`src/rtl/rs_wakeup_queue.sv`:
```
// Age-ordered reservation station with multi-port tag wakeup, dispatch bypass and flush.
// Define RS_ISSUE_REG_EN to register the select result before it drives the issue port.
module rs_wakeup_queue #(
  parameter int DEPTH     = 8,
  parameter int TAG_W     = 6,
  parameter int ROB_W     = 6,
  parameter int PAYLOAD_W = 72,
  parameter int NUM_WB    = 2,
  localparam int CNT_W    = $clog2(DEPTH + 1),
  localparam int IDX_W    = $clog2(DEPTH)
) (
  input  logic                    clk,
  input  logic                    reset,
  input  logic                    flush,
  input  logic                    disp_valid,
  output logic                    disp_ready,
  input  logic [PAYLOAD_W-1:0]    disp_payload,
  input  logic [TAG_W-1:0]        disp_src1_tag,
  input  logic [TAG_W-1:0]        disp_src2_tag,
  input  logic                    disp_src1_rdy,
  input  logic                    disp_src2_rdy,
  input  logic [TAG_W-1:0]        disp_dst_tag,
  input  logic [ROB_W-1:0]        disp_rob_tag,
  input  logic [NUM_WB-1:0]       wb_valid,
  input  logic [NUM_WB*TAG_W-1:0] wb_tag,
  output logic                    issue_valid,
  input  logic                    issue_ready,
  output logic [PAYLOAD_W-1:0]    issue_payload,
  output logic [TAG_W-1:0]        issue_src1_tag,
  output logic [TAG_W-1:0]        issue_src2_tag,
  output logic [TAG_W-1:0]        issue_dst_tag,
  output logic [ROB_W-1:0]        issue_rob_tag,
  output logic [CNT_W-1:0]        count
);

  logic [DEPTH-1:0]     valid_q;
  logic [DEPTH-1:0]     src1_rdy_q;
  logic [DEPTH-1:0]     src2_rdy_q;
  logic [TAG_W-1:0]     src1_tag_q [DEPTH];
  logic [TAG_W-1:0]     src2_tag_q [DEPTH];
  logic [TAG_W-1:0]     dst_tag_q  [DEPTH];
  logic [ROB_W-1:0]     rob_tag_q  [DEPTH];
  logic [PAYLOAD_W-1:0] payload_q  [DEPTH];
  // age_q[i][j] set means entry i is older than entry j
  logic [DEPTH-1:0]     age_q      [DEPTH];

  logic [DEPTH-1:0]     cand;
  logic [DEPTH-1:0]     sel;
  logic                 sel_any;
  logic [PAYLOAD_W-1:0] sel_payload;
  logic [TAG_W-1:0]     sel_src1_tag;
  logic [TAG_W-1:0]     sel_src2_tag;
  logic [TAG_W-1:0]     sel_dst_tag;
  logic [ROB_W-1:0]     sel_rob_tag;
  logic [IDX_W-1:0]     alloc_idx;
  logic                 accept;
  logic                 take;
  logic                 dec;
  logic [CNT_W-1:0]     count_nxt;

  function automatic logic wb_hit(input logic [TAG_W-1:0] tag,
                                  input logic [NUM_WB-1:0] v,
                                  input logic [NUM_WB*TAG_W-1:0] t);
    wb_hit = 1'b0;
    for (int p = 0; p < NUM_WB; p++) begin
      if (v[p] && (t[p*TAG_W +: TAG_W] == tag)) wb_hit = 1'b1;
    end
  endfunction

  assign disp_ready = (count != CNT_W'(DEPTH));
  assign accept     = disp_valid && disp_ready && !flush;

  // Oldest ready entry: a candidate with no other candidate older than it.
  always_comb begin
    cand = '0;
    sel  = '0;
    for (int i = 0; i < DEPTH; i++) begin
      cand[i] = valid_q[i] && src1_rdy_q[i] && src2_rdy_q[i];
    end
    for (int i = 0; i < DEPTH; i++) begin
      sel[i] = cand[i];
      for (int j = 0; j < DEPTH; j++) begin
        if ((j != i) && cand[j] && age_q[j][i]) sel[i] = 1'b0;
      end
    end
  end

  assign sel_any = |cand;

  always_comb begin
    sel_payload  = '0;
    sel_src1_tag = '0;
    sel_src2_tag = '0;
    sel_dst_tag  = '0;
    sel_rob_tag  = '0;
    for (int i = 0; i < DEPTH; i++) begin
      if (sel[i]) begin
        sel_payload  = sel_payload  | payload_q[i];
        sel_src1_tag = sel_src1_tag | src1_tag_q[i];
        sel_src2_tag = sel_src2_tag | src2_tag_q[i];
        sel_dst_tag  = sel_dst_tag  | dst_tag_q[i];
        sel_rob_tag  = sel_rob_tag  | rob_tag_q[i];
      end
    end
  end

  // Slot being freed this cycle still reads valid, so it is not reused until next cycle.
  always_comb begin
    alloc_idx = '0;
    for (int i = DEPTH - 1; i >= 0; i--) begin
      if (!valid_q[i]) alloc_idx = IDX_W'(i);
    end
  end

`ifdef RS_ISSUE_REG_EN
  logic                 oreg_valid;
  logic [PAYLOAD_W-1:0] oreg_payload;
  logic [TAG_W-1:0]     oreg_src1_tag;
  logic [TAG_W-1:0]     oreg_src2_tag;
  logic [TAG_W-1:0]     oreg_dst_tag;
  logic [ROB_W-1:0]     oreg_rob_tag;

  assign take = sel_any && (!oreg_valid || issue_ready);
  assign dec  = oreg_valid && issue_ready;

  assign issue_valid    = oreg_valid;
  assign issue_payload  = oreg_payload;
  assign issue_src1_tag = oreg_src1_tag;
  assign issue_src2_tag = oreg_src2_tag;
  assign issue_dst_tag  = oreg_dst_tag;
  assign issue_rob_tag  = oreg_rob_tag;

  always_ff @(posedge clk or posedge reset) begin
    if (reset) begin
      oreg_valid    <= 1'b0;
      oreg_payload  <= '0;
      oreg_src1_tag <= '0;
      oreg_src2_tag <= '0;
      oreg_dst_tag  <= '0;
      oreg_rob_tag  <= '0;
    end else if (flush) begin
      oreg_valid    <= 1'b0;
      oreg_payload  <= '0;
      oreg_src1_tag <= '0;
      oreg_src2_tag <= '0;
      oreg_dst_tag  <= '0;
      oreg_rob_tag  <= '0;
    end else if (take) begin
      oreg_valid    <= 1'b1;
      oreg_payload  <= sel_payload;
      oreg_src1_tag <= sel_src1_tag;
      oreg_src2_tag <= sel_src2_tag;
      oreg_dst_tag  <= sel_dst_tag;
      oreg_rob_tag  <= sel_rob_tag;
    end else if (dec) begin
      oreg_valid    <= 1'b0;
    end
  end
`else
  assign take = sel_any && issue_ready;
  assign dec  = take;

  assign issue_valid    = sel_any;
  assign issue_payload  = sel_payload;
  assign issue_src1_tag = sel_src1_tag;
  assign issue_src2_tag = sel_src2_tag;
  assign issue_dst_tag  = sel_dst_tag;
  assign issue_rob_tag  = sel_rob_tag;
`endif

  always_comb begin
    count_nxt = count;
    if (flush) begin
      count_nxt = '0;
    end else if (accept && !dec) begin
      count_nxt = count + CNT_W'(1);
    end else if (!accept && dec) begin
      count_nxt = count - CNT_W'(1);
    end
  end

  // Entry storage: wakeup snooping, release on issue or flush, and dispatch write.
  always_ff @(posedge clk or posedge reset) begin
    if (reset) begin
      valid_q    <= '0;
      src1_rdy_q <= '0;
      src2_rdy_q <= '0;
      count      <= '0;
      for (int i = 0; i < DEPTH; i++) begin
        src1_tag_q[i] <= '0;
        src2_tag_q[i] <= '0;
        dst_tag_q[i]  <= '0;
        rob_tag_q[i]  <= '0;
        payload_q[i]  <= '0;
        age_q[i]      <= '0;
      end
    end else begin
      for (int i = 0; i < DEPTH; i++) begin
        if (valid_q[i] && wb_hit(src1_tag_q[i], wb_valid, wb_tag)) src1_rdy_q[i] <= 1'b1;
        if (valid_q[i] && wb_hit(src2_tag_q[i], wb_valid, wb_tag)) src2_rdy_q[i] <= 1'b1;
        if (flush || (take && sel[i])) valid_q[i] <= 1'b0;
      end
      if (accept) begin
        valid_q[alloc_idx]    <= 1'b1;
        src1_tag_q[alloc_idx] <= disp_src1_tag;
        src2_tag_q[alloc_idx] <= disp_src2_tag;
        dst_tag_q[alloc_idx]  <= disp_dst_tag;
        rob_tag_q[alloc_idx]  <= disp_rob_tag;
        payload_q[alloc_idx]  <= disp_payload;
        src1_rdy_q[alloc_idx] <= disp_src1_rdy || (disp_src1_tag == '0) ||
                                 wb_hit(disp_src1_tag, wb_valid, wb_tag);
        src2_rdy_q[alloc_idx] <= disp_src2_rdy || (disp_src2_tag == '0) ||
                                 wb_hit(disp_src2_tag, wb_valid, wb_tag);
        age_q[alloc_idx]      <= '0;
        for (int j = 0; j < DEPTH; j++) begin
          if (valid_q[j]) age_q[j][alloc_idx] <= 1'b1;
        end
      end
      count <= count_nxt;
    end
  end

endmodule

```
`config.mk`:
```
export PLATFORM = sky130hd
export DESIGN_NAME = rs_wakeup_queue
export DESIGN_NICKNAME = d
export VERILOG_FILES = /design/src/rtl/rs_wakeup_queue.sv
export SDC_FILE = /design/constraint.sdc
export NUM_CORES = 2
export LEC_CHECK = 0
export CAP_MARGIN = 15
export CORE_AREA = 2 2 370 372
export CTS_CLUSTER_SIZE = 20
export DETAILED_ROUTE_END_ITERATION = 6
export DIE_AREA = 0 0 372 374
export PLACE_DENSITY = 0.45
export SLEW_MARGIN = 0
export SYNTH_ARGS = -nofsm -noshare
export SYNTH_HDL_FRONTEND = slang
export SYNTH_SLANG_ARGS = --single-unit
```
`constraint.sdc`:
```
create_clock -name clk -period 73.4 [get_ports clk]
set_clock_uncertainty 0.2 [all_clocks]
set_input_delay 7.34 -clock clk [delete_from_list [all_inputs] [get_ports clk]]
set_output_delay 7.34 -clock clk [all_outputs]
set_load 0.1 [all_outputs]
```
* After elaboration in Yosys (flattened, before gate mapping)
Index checks and enable logic that the tools add are counted.
Storage, ports and cells: bits in registers 860, logic and storage cells 495
Cells by class: bitwise logic cells 47, reductions and logical operators 158, multiplexer cells 195, eq/ne operators 37, add/sub/neg operators 2, order comparisons 4
Operators with widths (number):
- $mux 72 | 9
- $bwmux 576 | 1
- $or 72x72->72 | 7
- $demux 72 s3 | 1
- $eq 6x6->1 | 36
- $mux 6 | 33
- $bwmux 48 | 4
- $or 6x6->6 | 28
- $logic_and 1x1->1 | 139
- $mux 1 | 119
- $mux 8 | 12
- $or 8x8->8 | 9
- $and 64x64->64 | 1
- $not 64->64 | 1
- $demux 8 s3 | 1
- $mux 3 | 8
- $demux 6 s3 | 1
- $bwmux 8 | 2
- $logic_not 6->1 | 2
- $logic_or 1x1->1 | 12
- $mux 4 | 3
- $reduce_or 8->1 | 1
- $add 4x1->4 const B | 1
- $ge 4x4->1 const B | 1
- 9 further kinds | 11

* Logic depth before layout (Yosys ltp)
word-level depth 25, depth in mapped cells 12, mapped depth without buffers 11

* Least setup slack after synthesis
OpenSTA, ideal clock, no wires.
path kind register -> output, from reg src2_rdy_q[3], to out issue_payload[12], required time 65.860 ns, data arrival time 2.640 ns, path slack 63.220 ns, stages on the path, launching flop included 11, path through dfrtp_1 > and3_1 > clkbuf_1 > a22o_1 > a221oi_1 > and4_1 > buf_2 > buf_2 > buf_2 > a22oi_1 > nand3_1
Between the ends: cells in the longest elaborated chain, start to end 22
RTL lines:
- from (decl) | RTL line 38 | logic [DEPTH-1:0] src2_rdy_q;
- from (signal, indexed assignment) | RTL line 212 | src2_rdy_q[alloc_idx] <= disp_src2_rdy || (disp_src2_tag == '0) ||
- $logic_and 1x1->1 * | RTL line 78 | cand[i] = valid_q[i] && src1_rdy_q[i] && src2_rdy_q[i];
- $logic_and 1x1->1 | RTL line 83 | if ((j != i) && cand[j] && age_q[j][i]) sel[i] = 1'b0;
- $mux 1 (5 in series) | RTL line 83
- $mux 72 | RTL line 97 | if (sel[i]) begin
- $or 72x72->72 | RTL line 98 | sel_payload = sel_payload | payload_q[i];
- $mux 72 | RTL line 97
- $or 72x72->72 | RTL line 98
- $mux 72 | RTL line 97
- [2 not listed]
- $or 72x72->72 | RTL line 98
- $mux 72 | RTL line 97
- $or 72x72->72 | RTL line 98
- $mux 72 | RTL line 97
- $or 72x72->72 | RTL line 98
- $mux 72 | RTL line 97
- $or 72x72->72 | RTL line 98
- $mux 72 * | RTL line 97
- to (decl) | RTL line 28 | output logic [PAYLOAD_W-1:0] issue_payload,
Mark *: on every way between the ends. The rest lies on a longest branch, timed or not.

* Worst setup path after layout
from reg valid_q[7], to out issue_payload[31]
Between the ends: cells in the longest elaborated chain, start to end 19
RTL lines:
- from (decl) | RTL line 36 | logic [DEPTH-1:0] valid_q;
- from (signal assigned) | RTL line 185 | valid_q <= '0;
- from (signal, indexed assignment) | RTL line 201 | if (flush || (take && sel[i])) valid_q[i] <= 1'b0;
- from (signal, indexed assignment) | RTL line 204 | valid_q[alloc_idx] <= 1'b1;
- $logic_and 1x1->1 * (2 in series) | RTL line 78
- $logic_and 1x1->1 | RTL line 83
- $mux 1 | RTL line 83
- $mux 72 | RTL line 97
- $or 72x72->72 | RTL line 98
- $mux 72 | RTL line 97
- $or 72x72->72 | RTL line 98
- $mux 72 | RTL line 97
- [2 not listed]
- $or 72x72->72 | RTL line 98
- $mux 72 | RTL line 97
- $or 72x72->72 | RTL line 98
- $mux 72 | RTL line 97
- $or 72x72->72 | RTL line 98
- $mux 72 | RTL line 97
- $or 72x72->72 | RTL line 98
- $mux 72 * | RTL line 97
Marks and branches as above.

==> parameters.txt <==
Parameter                              Value

Power
  Part of the total power dissipated in sequential elements    0.421
  Leakage power total    21.9 nW
  Power consumption    between 0.001 and 0.0015 W
  Fraction of power spent switching nets    0.318
  Net Switching    0.000446 W
  Power density cells    around 30 nW/µm²
  P_int    approximately 0.00096 W
  Worst IR Drop VDD    0.0171 mV
  Clock power share    0.377
  Fraction of power consumed by combinational cells    0.202

Route
  DRC violation count after routing    0
  Iteration-0 DRC count of the detailed router    roughly 2300
  Total Routed Length    between 100000 and 150000 µm
  Antenna viol nets, final    0
  Average routed wire per standard cell    between 20 and 25 µm
  Detailed-route via count    approximately 28000
  Via density per instance    ~5
  First-pass DRT Iterations    5

Clock network
  Post-CTS sizing    0
  Hold buffer count at cts    0
  Inserted Clock Buffers    103
  Post-CTS setup buffer count    0
  Reg clk slew, reported paths    60 ps
  Clock root buffer master    clkbuf_16
  Sink Count    around 850
  Clock latency on the worst-skew pair    approximately 710 ps
  Longest Clk Path Bufs    3
  H-Tree Depth    3
  CTS tree    done

Min path
  Number of instances on the worst hold path    2
  Type of the worst min-delay path    reg -> reg

Global routing
  Maximum number of pins on one net before global-route repair    151
  Vias in the first global route    roughly 29000
  First-pass GRT wire length    198000 µm
  Congestion Overflow GR    0
  Initial antenna violation count    10
  Overall Global Routing Usage    0.189

Worst setup path
  Worst path cell trace    and3_1 > a22oi_1 > nand2_1 > nor2_4 > buf_4 > buf_4 > a221oi_1 > nand3_1 > clkdlybuf4s50_1
  Crit path arrival time    around 5800 ps
  Top fanout value on the critical path    37
  Largest incremental delay on the critical path    about 1200 ps
  Most used cell along the critical path    buf_4
  Stages on worst setup path    9
  Delay-heaviest family, CP    buffers and inverters
  Slowest cell on the critical path    clkdlybuf4s50_1
  WP data required    65860 ps
  Worst R2R Path Depth    7
  Kind of start point of the critical path    register
  Endpoint kind of the worst setup timing path    output port
  Critical path class    reg -> out
  Critical path buffers and inverters    3

Finish
  Non-filler instance count after layout    between 5000 and 6000
  Final #Nets    3730
  Synthesis-to-layout area growth    18.7%
  Share of layout cells above drive strength 1    0.193

Status
  Run status    finished clean

STA
  Hold violation count in the final report    0
  Final worst-path cycle share    0.182
  Final sum of negative setup slack    0 ps
  Peak clock frequency supported by timing    roughly 0.075 GHz
  Final slew viol count    0
  Number of setup violations in the final report    0
  Measured slew at the worst slew-check pin    1220 ps
  Relative slew margins    0.186
  Min Clock Period, post-route    between 10000 and 15000 ps
  Setup repair after global routing missed its margin    no

Yosys
  Share of the yosys chip area belonging to registers    0.546
  Number of flops mapped to enable cells by yosys    0
  Cell Area, Synth    slightly below 40000 µm²
  Async set or reset register ratio after synthesis    1.00
  Nets in the synthesized netlist    ~3600
  Library cell occupying the most area in the post-synthesis netlist    dfrtp_1
  Top FF cell, synth    dfrtp_1
  Netlist cell types    58
  Count of yosys warnings during synthesis    0
  Area contributors post-synth    dfrtp_1 55%, mux2_2 12%, nand2_1 8.7%, a22oi_1 3.8%, a22o_1 2.8%
  Register bit total from synthesis    approximately 850
  Instance count of the mapped netlist    3489
  Synth top area share    0.546
  Post-synthesis area per instance    approximately 11 µm²

Die
  Count of standard-cell rows    roughly 140
  Area of the placeable core    135000 µm²
  Die span in y    ~370 µm
  Starting Density    0.289
  Total Die Area    139000 µm²
  I/O pins    219
  Die extent in x    ~370 µm

Placed design
  HPWL after detailed placement    72900 µm
  Routability congestion estimate    0.749
  Port bufs    around 220
  Number of instances in the placed design    around 5300

Flow run
  Count of max-cap constraint violations    0
-- cells in the mapped netlist, drive strengths merged (2+ instances only) --
| master | number |
|---|---|
| nand2 | 904 |
| dfrtp | 852 |
| mux2 | 480 |
| a22oi | 199 |
| buf | 150 |
| a22o | 126 |
| clkbuf | 115 |
| xnor2 | 109 |
| xor2 | 109 |
| nand3 | 105 |
| a221oi | 99 |
| nand4 | 49 |
| a21oi | 25 |
| nor2 | 21 |
| or4 | 18 |
| o41ai | 16 |
| a21o | 13 |
| o21ai | 10 |
| a211oi | 9 |
| and3 | 9 |
| mux2i | 9 |
| nor4 | 8 |
| inv | 7 |
| nor3 | 7 |
| a31o | 6 |
| and2 | 6 |
| o2111ai | 3 |
| o21a | 3 |
| and4 | 2 |
| ha | 2 |
| nand2b | 2 |
| nor2b | 2 |
| nor4b | 2 |
| o211a | 2 |
-- worst min-delay path: cells and delay by family (launching register included) --
family        cells  cell delay, ps
flops             1             340
simple gates      2             100
-- sequential cells by signal, summed over array words and instances, names as in the netlist, named ones only --
signal,cells
age_q,48
count,4
dst_tag_q,48
payload_q,576
rob_tag_q,48
src1_rdy_q,8
src1_tag_q,48
src2_rdy_q,8
src2_tag_q,48
valid_q,8
-- power groups by stage --
stage | registers, W | clock network, W | logic [W]
after floorplan | 0.000590 | 0 | 0.000209
after global placement | 0.000597 | 0 | 0.000283
after detailed placement | 0.000597 | 0 | 0.000286
after CTS | 0.000590 | 0.000544 | 0.000287
after global routing | 0.000599 | 0.000561 | 0.000303
final | 0.000591 | 0.000528 | 0.000283
-- cell families (layout without fill, tap and decap cells) --
group,Yosys count,after routing,synth area share
buffers and inverters,273,474,0.0328
AND/OR/NAND/NOR,1140,1140,0.122
flip-flops,852,852,0.546
multiplexers,489,489,0.144
XOR/XNOR,218,218,0.0489
adder cells (fa/ha/maj),3,3,0.00115
AO/OA/AOI/OAI,514,514,0.105
other,0,5,0
-- cell type report --
cell class | count | area (µm²)
antenna | 5 | 12.5
clock buffer | 152 | 3080
clock inverter | 33 | 419
fill | 13400 | 88600
inverter | 8 | 37.5
multi-input combinational | 2364 | 16600
sequential | 852 | 21300
tap | 1781 | 2230
timing repair buffer | 281 | 2690
-- cells in the final DEF, fill, tap and decap left out, types with 6 or more instances in the layout --
master,Yosys,final
nand2_1,903,898
dfrtp_1,852,852
mux2_2,417,417
clkdlybuf4s50_1,0,218
a22oi_1,199,199
a22o_1,126,126
xor2_1,109,109
xnor2_1,109,109
clkbuf_16,0,106
nand3_1,104,104
a221oi_1,99,99
buf_4,13,60
nand4_1,48,48
mux2_1,33,33
mux2_4,30,30
clkbuf_8,0,25
a21oi_1,24,24
clkbuf_1,114,21
nor2_1,21,18
or4_1,18,18
o41ai_1,16,16
clkinv_2,0,14
a21o_1,13,13
mux2i_1,9,9
a211oi_1,9,9
o21ai_0,9,9
and3_1,9,8
nor4_1,8,8
bufinv_16,0,7
inv_1,7,6
a31o_2,6,6
clkinvlp_4,0,6
-- stage by stage --
stage	worst slack, ps	instance area (µm²)	hold slack (ps)	utilization
2_1_floorplan	41920	39000	239	-
3_3_place_gp	60830	42800	250	0.317
3_5_place_dp	60790	42800	257	0.317
4_1_cts	59980	46300	269	0.343
5_1_grt	59780	46300	283	0.343
6_report	60050	46300	268	0.343
-- metal layers --
layer  global-route usage  share of wire  vias up
met1                0.264           0.46    14600
met5                    0        0.00074        -
met4               0.0542          0.021       14
met2                0.301           0.47      650
met3               0.0302          0.047      164
li1                     -              -    12500
-- final timing paths --
kind	startpoint	to	slack (ps)
worst max-delay path	valid_q[7]	issue_payload[31]	60050
worst min-delay path	payload_q[62]	payload_q[62]	270
worst max register to register	valid_q[7]	rob_tag_q[38]	68810
worst min register to register	payload_q[62]	payload_q[62]	270
max in group asynchronous	reset	payload_q[158]	63020
min in group asynchronous	reset	payload_q[205]	6960
No activity file was read; power rests on OpenSTA's default activity.
